**src/rtl/riscv_pkg.sv**
```systemverilog
// rtl/riscv_pkg.sv - shared opcodes, funct codes, state/kind/ALU enums and immediate generator for riscv_multi_core
package riscv_pkg;

  localparam logic [31:0] EOF_DEFAULT = 32'hFFFF_FFFF;

  localparam logic [6:0] OP_R      = 7'b0110011;
  localparam logic [6:0] OP_LOAD   = 7'b0000011;
  localparam logic [6:0] OP_IMM    = 7'b0010011;
  localparam logic [6:0] OP_STORE  = 7'b0100011;
  localparam logic [6:0] OP_BRANCH = 7'b1100011;
  localparam logic [6:0] OP_LUI    = 7'b0110111;
  localparam logic [6:0] OP_AUIPC  = 7'b0010111;
  localparam logic [6:0] OP_JAL    = 7'b1101111;
  localparam logic [6:0] OP_JALR   = 7'b1100111;

  localparam logic [2:0] F3_ADD  = 3'b000;
  localparam logic [2:0] F3_SLT  = 3'b010;
  localparam logic [2:0] F3_W    = 3'b010;
  localparam logic [2:0] F3_BEQ  = 3'b000;
  localparam logic [2:0] F3_BNE  = 3'b001;
  localparam logic [2:0] F3_BLT  = 3'b100;
  localparam logic [2:0] F3_BGE  = 3'b101;
  localparam logic [2:0] F3_JALR = 3'b000;

  localparam logic [6:0] F7_BASE = 7'b0000000;
  localparam logic [6:0] F7_SUB  = 7'b0100000;
  localparam logic [6:0] F7_MUL  = 7'b0000001;

  typedef enum logic [2:0] {S_IF, S_ID, S_EX, S_MEM, S_WB, S_HALT} state_e;
  typedef enum logic [2:0] {K_ALU, K_LOAD, K_STORE, K_BRANCH, K_JAL, K_JALR} kind_e;
  typedef enum logic [1:0] {ALU_ADD, ALU_SUB, ALU_SLT, ALU_MUL} alu_op_e;
  typedef enum logic [2:0] {IMM_I, IMM_S, IMM_B, IMM_U, IMM_J} imm_fmt_e;

  // Sign-extended immediate for each RV32 instruction format.
  function automatic logic [31:0] imm_gen(input logic [31:0] ir, input imm_fmt_e fmt);
    case (fmt)
      IMM_S:   imm_gen = {{20{ir[31]}}, ir[31:25], ir[11:7]};
      IMM_B:   imm_gen = {{19{ir[31]}}, ir[31], ir[7], ir[30:25], ir[11:8], 1'b0};
      IMM_U:   imm_gen = {ir[31:12], 12'h000};
      IMM_J:   imm_gen = {{11{ir[31]}}, ir[31], ir[19:12], ir[20], ir[30:21], 1'b0};
      default: imm_gen = {{20{ir[31]}}, ir[31:20]};
    endcase
  endfunction

endpackage

```
**src/rtl/riscv_alu.sv**
```systemverilog
// rtl/riscv_alu.sv - combinational ALU with branch flags; multiplier present only with RISCV_MUL_EN
// Ports: i_op (operation), i_a/i_b (operands) -> o_result, o_lt (signed a<b), o_eq (a==b),
//        o_bad (operation not available in this build).
// Macro RISCV_MUL_EN: when defined ALU_MUL returns the low 32 bits of a*b; otherwise it raises o_bad.
module riscv_alu
  import riscv_pkg::*;
(
  input  alu_op_e     i_op,
  input  logic [31:0] i_a,
  input  logic [31:0] i_b,
  output logic [31:0] o_result,
  output logic        o_lt,
  output logic        o_eq,
  output logic        o_bad
);

  assign o_lt = $signed(i_a) < $signed(i_b);
  assign o_eq = (i_a == i_b);

  always_comb begin
    o_bad    = 1'b0;
    o_result = i_a + i_b;
    case (i_op)
      ALU_ADD: o_result = i_a + i_b;
      ALU_SUB: o_result = i_a - i_b;
      ALU_SLT: o_result = {31'b0, o_lt};
      ALU_MUL: begin
`ifdef RISCV_MUL_EN
        o_result = i_a * i_b;
`else
        o_result = '0;
        o_bad    = 1'b1;
`endif
      end
      default: o_result = i_a + i_b;
    endcase
  end

endmodule

```
**src/rtl/riscv_multi_core.sv**
```systemverilog
// rtl/riscv_multi_core.sv - multicycle RV32 integer-subset core with req/ack instruction and data ports
// Ports: CLOCK_50, rst (async active-low); imem_req/addr/ack/rdata fetch port; dmem_req/we/addr/wdata/ack/rdata
//        data port; done (EOF retired), err (illegal instruction), clock_count, instr_cnt.
// Macro RISCV_MUL_EN (in riscv_alu): enables the mul instruction; without it mul halts with err.
module riscv_multi_core
  import riscv_pkg::*;
#(
  parameter int unsigned IMEM_AW  = 6,
  parameter int unsigned DMEM_AW  = 13,
  parameter logic [31:0] RESET_PC = 32'h0000_0000,
  parameter logic [31:0] EOF_WORD = EOF_DEFAULT
) (
  input  logic               CLOCK_50,
  input  logic               rst,
  output logic               imem_req,
  output logic [IMEM_AW-1:0] imem_addr,
  input  logic               imem_ack,
  input  logic [31:0]        imem_rdata,
  output logic               dmem_req,
  output logic               dmem_we,
  output logic [DMEM_AW-1:0] dmem_addr,
  output logic [31:0]        dmem_wdata,
  input  logic               dmem_ack,
  input  logic [31:0]        dmem_rdata,
  output logic               done,
  output logic               err,
  output logic [31:0]        clock_count,
  output logic [31:0]        instr_cnt
);

  state_e       r_state;
  kind_e        r_kind;
  alu_op_e      r_alu_op;
  logic [31:0]  r_pc, r_ir, r_a, r_b, r_rs2, r_target, r_alu_out, r_mdr;
  logic [4:0]   r_rd;
  logic [2:0]   r_funct3;
  logic         r_done, r_err, r_dmem_we;
  logic [DMEM_AW-1:0] r_dmem_addr;
  logic [31:0]  r_dmem_wdata, r_clock_count, r_instr_cnt;
  logic [31:0]  r_regs [32];

  logic [6:0]   w_opcode, w_funct7;
  logic [2:0]   w_funct3;
  logic [31:0]  w_rs1_val, w_rs2_val, w_imm, w_opa, w_opb;
  logic [31:0]  w_alu_result, w_wb_data, w_next_pc, w_pc_plus4;
  logic         w_legal, w_alu_lt, w_alu_eq, w_alu_bad, w_taken, w_halting;
  kind_e        w_kind;
  alu_op_e      w_alu_op;
  imm_fmt_e     w_fmt;

  // Requests follow the state register directly so a zero-wait memory can ack in the
  // entry cycle; gating with rst keeps them low while reset is held.
  assign imem_req    = (r_state == S_IF)  & rst;
  assign dmem_req    = (r_state == S_MEM) & rst;
  assign imem_addr   = r_pc[IMEM_AW+1:2];
  assign dmem_we     = r_dmem_we;
  assign dmem_addr   = r_dmem_addr;
  assign dmem_wdata  = r_dmem_wdata;
  assign done        = r_done;
  assign err         = r_err;
  assign clock_count = r_clock_count;
  assign instr_cnt   = r_instr_cnt;

  assign w_opcode   = r_ir[6:0];
  assign w_funct3   = r_ir[14:12];
  assign w_funct7   = r_ir[31:25];
  assign w_rs1_val  = (r_ir[19:15] == 5'd0) ? 32'h0 : r_regs[r_ir[19:15]];
  assign w_rs2_val  = (r_ir[24:20] == 5'd0) ? 32'h0 : r_regs[r_ir[24:20]];
  assign w_imm      = imm_gen(r_ir, w_fmt);
  assign w_pc_plus4 = r_pc + 32'd4;

  // Decode: instruction kind, ALU op, immediate format and operand selection.
  always_comb begin
    w_legal  = 1'b1;
    w_kind   = K_ALU;
    w_alu_op = ALU_ADD;
    w_fmt    = IMM_I;
    w_opa    = w_rs1_val;
    w_opb    = w_imm;
    case (w_opcode)
      OP_R: begin
        w_opb = w_rs2_val;
        if (w_funct3 == F3_ADD && w_funct7 == F7_BASE)     w_alu_op = ALU_ADD;
        else if (w_funct3 == F3_ADD && w_funct7 == F7_SUB) w_alu_op = ALU_SUB;
        else if (w_funct3 == F3_ADD && w_funct7 == F7_MUL) w_alu_op = ALU_MUL;
        else                                               w_legal  = 1'b0;
      end
      OP_IMM: begin
        if (w_funct3 == F3_ADD)      w_alu_op = ALU_ADD;
        else if (w_funct3 == F3_SLT) w_alu_op = ALU_SLT;
        else                         w_legal  = 1'b0;
      end
      OP_LOAD: begin
        w_kind  = K_LOAD;
        w_legal = (w_funct3 == F3_W);
      end
      OP_STORE: begin
        w_kind  = K_STORE;
        w_fmt   = IMM_S;
        w_legal = (w_funct3 == F3_W);
      end
      OP_BRANCH: begin
        w_kind   = K_BRANCH;
        w_fmt    = IMM_B;
        w_alu_op = ALU_SUB;
        w_opb    = w_rs2_val;
        w_legal  = (w_funct3 == F3_BEQ) || (w_funct3 == F3_BNE) ||
                   (w_funct3 == F3_BLT) || (w_funct3 == F3_BGE);
      end
      OP_LUI: begin
        w_fmt = IMM_U;
        w_opa = 32'h0;
      end
      OP_AUIPC: begin
        w_fmt = IMM_U;
        w_opa = r_pc;
      end
      OP_JAL: begin
        w_kind = K_JAL;
        w_fmt  = IMM_J;
      end
      OP_JALR: begin
        w_kind  = K_JALR;
        w_legal = (w_funct3 == F3_JALR);
      end
      default: w_legal = 1'b0;
    endcase
  end

  riscv_alu u_alu (
    .i_op     (r_alu_op),
    .i_a      (r_a),
    .i_b      (r_b),
    .o_result (w_alu_result),
    .o_lt     (w_alu_lt),
    .o_eq     (w_alu_eq),
    .o_bad    (w_alu_bad)
  );

  always_comb begin
    case (r_funct3)
      F3_BEQ:  w_taken = w_alu_eq;
      F3_BNE:  w_taken = !w_alu_eq;
      F3_BLT:  w_taken = w_alu_lt;
      F3_BGE:  w_taken = !w_alu_lt;
      default: w_taken = 1'b0;
    endcase
  end

  assign w_wb_data = (r_kind == K_LOAD) ? r_mdr :
                     (r_kind == K_JAL || r_kind == K_JALR) ? w_pc_plus4 : r_alu_out;
  assign w_next_pc = (r_kind == K_JAL)  ? r_target :
                     (r_kind == K_JALR) ? (r_alu_out & ~32'h1) : w_pc_plus4;

  // The decision cycle that leads into HALT is treated as part of the halt.
  assign w_halting = (r_state == S_ID && (r_ir == EOF_WORD || !w_legal)) ||
                     (r_state == S_EX && w_alu_bad);

  always_ff @(posedge CLOCK_50 or negedge rst) begin
    if (!rst) begin
      r_state      <= S_IF;
      r_kind       <= K_ALU;
      r_alu_op     <= ALU_ADD;
      r_pc         <= RESET_PC;
      r_ir         <= '0;
      r_a          <= '0;
      r_b          <= '0;
      r_rs2        <= '0;
      r_target     <= '0;
      r_alu_out    <= '0;
      r_mdr        <= '0;
      r_rd         <= '0;
      r_funct3     <= '0;
      r_done       <= 1'b0;
      r_err        <= 1'b0;
      r_dmem_we    <= 1'b0;
      r_dmem_addr  <= '0;
      r_dmem_wdata <= '0;
      r_instr_cnt  <= '0;
      for (int i = 0; i < 32; i++) r_regs[i] <= '0;
    end else begin
      case (r_state)
        S_IF: begin
          if (imem_ack) begin
            r_ir    <= imem_rdata;
            r_state <= S_ID;
          end
        end
        S_ID: begin
          if (r_ir == EOF_WORD) begin
            r_done  <= 1'b1;
            r_state <= S_HALT;
          end else if (!w_legal) begin
            r_err   <= 1'b1;
            r_state <= S_HALT;
          end else begin
            r_kind   <= w_kind;
            r_alu_op <= w_alu_op;
            r_a      <= w_opa;
            r_b      <= w_opb;
            r_rs2    <= w_rs2_val;
            r_target <= r_pc + w_imm;
            r_rd     <= r_ir[11:7];
            r_funct3 <= w_funct3;
            r_state  <= S_EX;
          end
        end
        S_EX: begin
          if (w_alu_bad) begin
            r_err   <= 1'b1;
            r_state <= S_HALT;
          end else begin
            r_alu_out <= w_alu_result;
            case (r_kind)
              K_BRANCH: begin
                r_pc        <= w_taken ? r_target : w_pc_plus4;
                r_instr_cnt <= r_instr_cnt + 32'd1;
                r_state     <= S_IF;
              end
              K_LOAD, K_STORE: begin
                r_dmem_addr  <= w_alu_result[DMEM_AW+1:2];
                r_dmem_we    <= (r_kind == K_STORE);
                r_dmem_wdata <= r_rs2;
                r_state      <= S_MEM;
              end
              default: r_state <= S_WB;
            endcase
          end
        end
        S_MEM: begin
          if (dmem_ack) begin
            if (r_dmem_we) begin
              r_pc        <= w_pc_plus4;
              r_instr_cnt <= r_instr_cnt + 32'd1;
              r_state     <= S_IF;
            end else begin
              r_mdr   <= dmem_rdata;
              r_state <= S_WB;
            end
          end
        end
        S_WB: begin
          if (r_rd != 5'd0) r_regs[r_rd] <= w_wb_data;
          r_pc        <= w_next_pc;
          r_instr_cnt <= r_instr_cnt + 32'd1;
          r_state     <= S_IF;
        end
        default: r_state <= S_HALT;
      endcase
    end
  end

  always_ff @(posedge CLOCK_50 or negedge rst) begin
    if (!rst) begin
      r_clock_count <= '0;
    end else if (r_state != S_HALT && !w_halting) begin
      r_clock_count <= r_clock_count + 32'd1;
    end
  end

endmodule

```
**config.mk**
```make
export PLATFORM = sky130hd
export DESIGN_NAME = riscv_multi_core
export DESIGN_NICKNAME = d
export VERILOG_FILES = /design/src/rtl/riscv_pkg.sv /design/src/rtl/riscv_alu.sv /design/src/rtl/riscv_multi_core.sv
export SDC_FILE = /design/constraint.sdc
export NUM_CORES = 2
export LEC_CHECK = 0
export CORE_MARGIN = 2
export CORE_UTILIZATION = 46
export CTS_BUF_LIST = sky130_fd_sc_hd__clkbuf_2 sky130_fd_sc_hd__clkbuf_4 sky130_fd_sc_hd__clkbuf_8
export CTS_CLUSTER_SIZE = 28
export DETAILED_ROUTE_END_ITERATION = 8
export GPL_TIMING_DRIVEN = 0
export MAX_ROUTING_LAYER = met4
export SLEW_MARGIN = 25
export SYNTH_ARGS = -nofsm -noshare
export SYNTH_HDL_FRONTEND = slang
export SYNTH_SLANG_ARGS = --single-unit
```
**constraint.sdc**
```tcl
create_clock -name CLOCK_50 -period 6.92 [get_ports CLOCK_50]
set_clock_uncertainty 0.15 [all_clocks]
set_input_delay 1.038 -clock CLOCK_50 [delete_from_list [all_inputs] [get_ports CLOCK_50]]
set_output_delay 1.038 -clock CLOCK_50 [all_outputs]
set_load 0.02 [all_outputs]
```
==> results.md <==
- Metal-1 WL: 106500 um
- Critical path origin: r_ir[21]
- Area grow syn2layout: 14.47%
- Syn Area/Cell: 10.88 sq um
- Post-synth EDFFs: 0
- Max_slew headroom: 20.64%
- Post-synth cell types: 86
- Hold Crit Class: reg -> reg
- Most frequent cells in the layout: nand2_1, dfrtp_1, o21ai_0
- Required time worst endpoint: 7.63 ns
- 1st-iter DRT viols: 6266
- Setup Viol. Count Final: 0
- Top_reg_cell synth: dfrtp_1
- Clk pin slew, worst setup/hold paths: 0.07 ns
- Worst-margin pin slew: 1.187 ns
- Pre-antenna DRT Iters: 7
- Cell count after synthesis: 6822
- CTS HTree Levels: 4
- Crit path max fanout: 10
- Synthesized area: 0.07420 sq mm
- I/O pin count: 188
- Die area: 0.1645 sq mm
- Status: complete, no violations
- Final hold vios: 0
- Starting Density: 46.27%
- Peak VDD IR: 256.3 uV
- CTS Buf Count: 235
- Detailed Route WL: 271400 um
- Final HPWL DP: 216100 um
- Layout cells sized above 1: 17.95%
- Max cap viols: 0
- Initial antenna violation count: 6
- Startpoint Class: register
- # DRC: 0
- Leakage: 0.03560 uW
- First-pass GRT wire length: 395200 um
- Crit path capture type: register
- Net Count, Synth: 6990
- Post-layout nets: 7435
- CTS tree: done
- Via density per instance: 6.049
- Most common cell after layout, fill and taps aside: nand2_1
- Root Driver: clkbuf_8
- Synth warn: 0
- Worst r2r src: r_ir[21]
- Vias in the first global route: 58950
- Hold_ws: 0.3163 ns
- Max reg flops: 1024
- Max Slew Vio Count: 0
- Fin Setup TNS: 0 ns
- Vias: 58330
- Unrepaired setup endpoints after global routing: false
- Hold path start: r_rs2[13]
- Met2 WL: 128000 um
- Period utilisation layout: 98.97%
- Post-DRT Antenna Nets: 0
- Placement Cell Area: 0.07930 sq mm
- Row Count: 147
- Most flop-heavy register: r_regs
- Uppermost layer routed: met4
- Die Wd: 405.6 um
- Die Height: 405.6 um
- Gr ovfl total: 0
- Min cycle time layout: 6.849 ns
- Core area: 0.1604 sq mm
- Largest net degree at the start of global routing: 141
- WS Path Type: reg -> reg
- Clk buf depth: 3
- Port bufs: 187
- Sequential share of the synthesized area: 47.48%
- Total GRT Usage: 34.32%
- Clk_lat worst skew: 1.04 ns
- Pwr Density: 347.3 mW/mm^2
- CP arrival: 7.56 ns
- Routed len/inst: 28.14 um
- GPL Wtd Cong: 0.9827
- Synth async-reset ratio: 100.0%
- Cts repair resizes: 0
- Peak Freq: 146.0 MHz
- Post-route cell area: 0.08494 sq mm
- FF+latch count, synth: 1408
- CTS sink cnt: 1408
- WL met3: 22450 um
==> worst max-delay path, cell delays in order, from the launching register on <==
cell and delay (ns):
dfrtp_1 0.33, clkbuf_1 0.45, clkbuf_1 0.62, clkbuf_2 0.66
clkbuf_2 0.62, a22o_1 0.30, ha_1 0.26, a211oi_1 0.25
nor2_1 0.15, o211a_1 0.35, o31a_1 0.31, o2111ai_1 0.36
a21oi_1 0.18, o21ai_1 0.26, o221ai_1 0.25, a41oi_1 0.84
xnor2_1 0.21, o21ai_1 0.08
==> worst paths after layout <==
kind | end | slack [ns] | cells after the start
min reg2reg | dmem_wdata[13] | 0.32 | 2
max in group asynchronous | r_regs[777] | 3.17 | 7
max reg2reg | r_target[31] | 0.07 | 17
min | dmem_wdata[13] | 0.32 | 2
min in group asynchronous | instr_cnt[10] | 0.40 | 2
max | r_target[31] | 0.07 | 17
==> cell families (layout without fill, tap and decap cells) <==
group / after synthesis / after routing / share of synthesized area [%]
and+or+nand+nor: 1969 / 1969 / 10.93
AOI/OAI and AO/OA: 1670 / 1670 / 12.56
DFF: 1408 / 1408 / 47.48
muxes: 805 / 805 / 21.82
buffers and inverters: 725 / 1375 / 3.775
xor gates and xnor gates: 145 / 145 / 1.711
adders and majority gates: 100 / 100 / 1.717
other: 0 / 10 / 0
==> final cells by class <==
class | instances | area [sq um]
multi-input cells | 4689 | 36210
well taps | 2160 | 2703
inverters | 83 | 311.5
flip-flops and latches | 1408 | 35230
fillers | 14290 | 75440
clock inverters | 80 | 930.9
repair buffers | 208 | 2303
diodes | 10 | 25.02
clock buffers | 362 | 4657
plain buffers | 642 | 2561
==> cells in the mapped netlist, types with 6 or more instances <==
cell type,instances,share of area (%)
a211oi_1,50,0.51
a21o_1,28,0.28
a21oi_1,201,1.4
a221oi_1,6,0.071
a221oi_2,16,0.32
a22o_1,12,0.14
a31oi_1,13,0.11
and2_1,20,0.17
and3_1,30,0.25
and4_1,9,0.11
buf_1,66,0.33
buf_2,19,0.13
buf_4,7,0.071
clkbuf_1,546,2.8
dfrtp_1,1408,47
ha_1,97,1.6
inv_1,81,0.41
mux2_2,101,1.5
mux2i_1,64,0.86
mux4_2,640,19
nand2_1,1436,7.3
nand2b_1,35,0.30
nand3_1,69,0.47
nand3b_1,6,0.061
nand4_1,31,0.26
nor2_1,230,1.2
nor2b_1,26,0.22
nor3_1,25,0.17
nor3b_1,9,0.091
nor4_1,11,0.093
o211ai_1,12,0.12
o21a_1,13,0.13
o21ai_0,1126,7.6
o21ai_1,79,0.53
o21bai_1,12,0.12
o221ai_1,6,0.071
o31a_1,6,0.071
o31ai_1,17,0.17
or3_1,11,0.093
xnor2_1,97,1.1
xor2_1,48,0.57
==> routing by layer <==
metal / up-vias / global-route usage [%]
met5: - / -
met1: 29660 / 43.81
met4: 0 / 16.04
li1: 25500 / -
met3: 589 / 6.294
met2: 2578 / 53.38
==> metrics by stage <==
step,util [%],instances,power [uW],setup slack [ns]
floorplan,-,6822,16410,2.335
CTS,52.93,9632,29450,0.2220
global route,52.95,9635,30660,0.2536
detailed placement,49.44,9189,20760,0.2664
finish,52.96,9642,29500,0.07117
global placement,49.12,9169,20680,-59.82
==> power by group <==
part,switching (uW),internal [uW]
registers,784,8880
logic,7390,3760
clock network,3750,4930
==> repair_timing <==
item / 4_1_cts / 5_1_grt
buffers inserted: 0 / 0
endpoints found under the hold margin: 81 / 0
hold buffers: 1 / 0
Note: power is estimated with default switching activity, not from simulation.
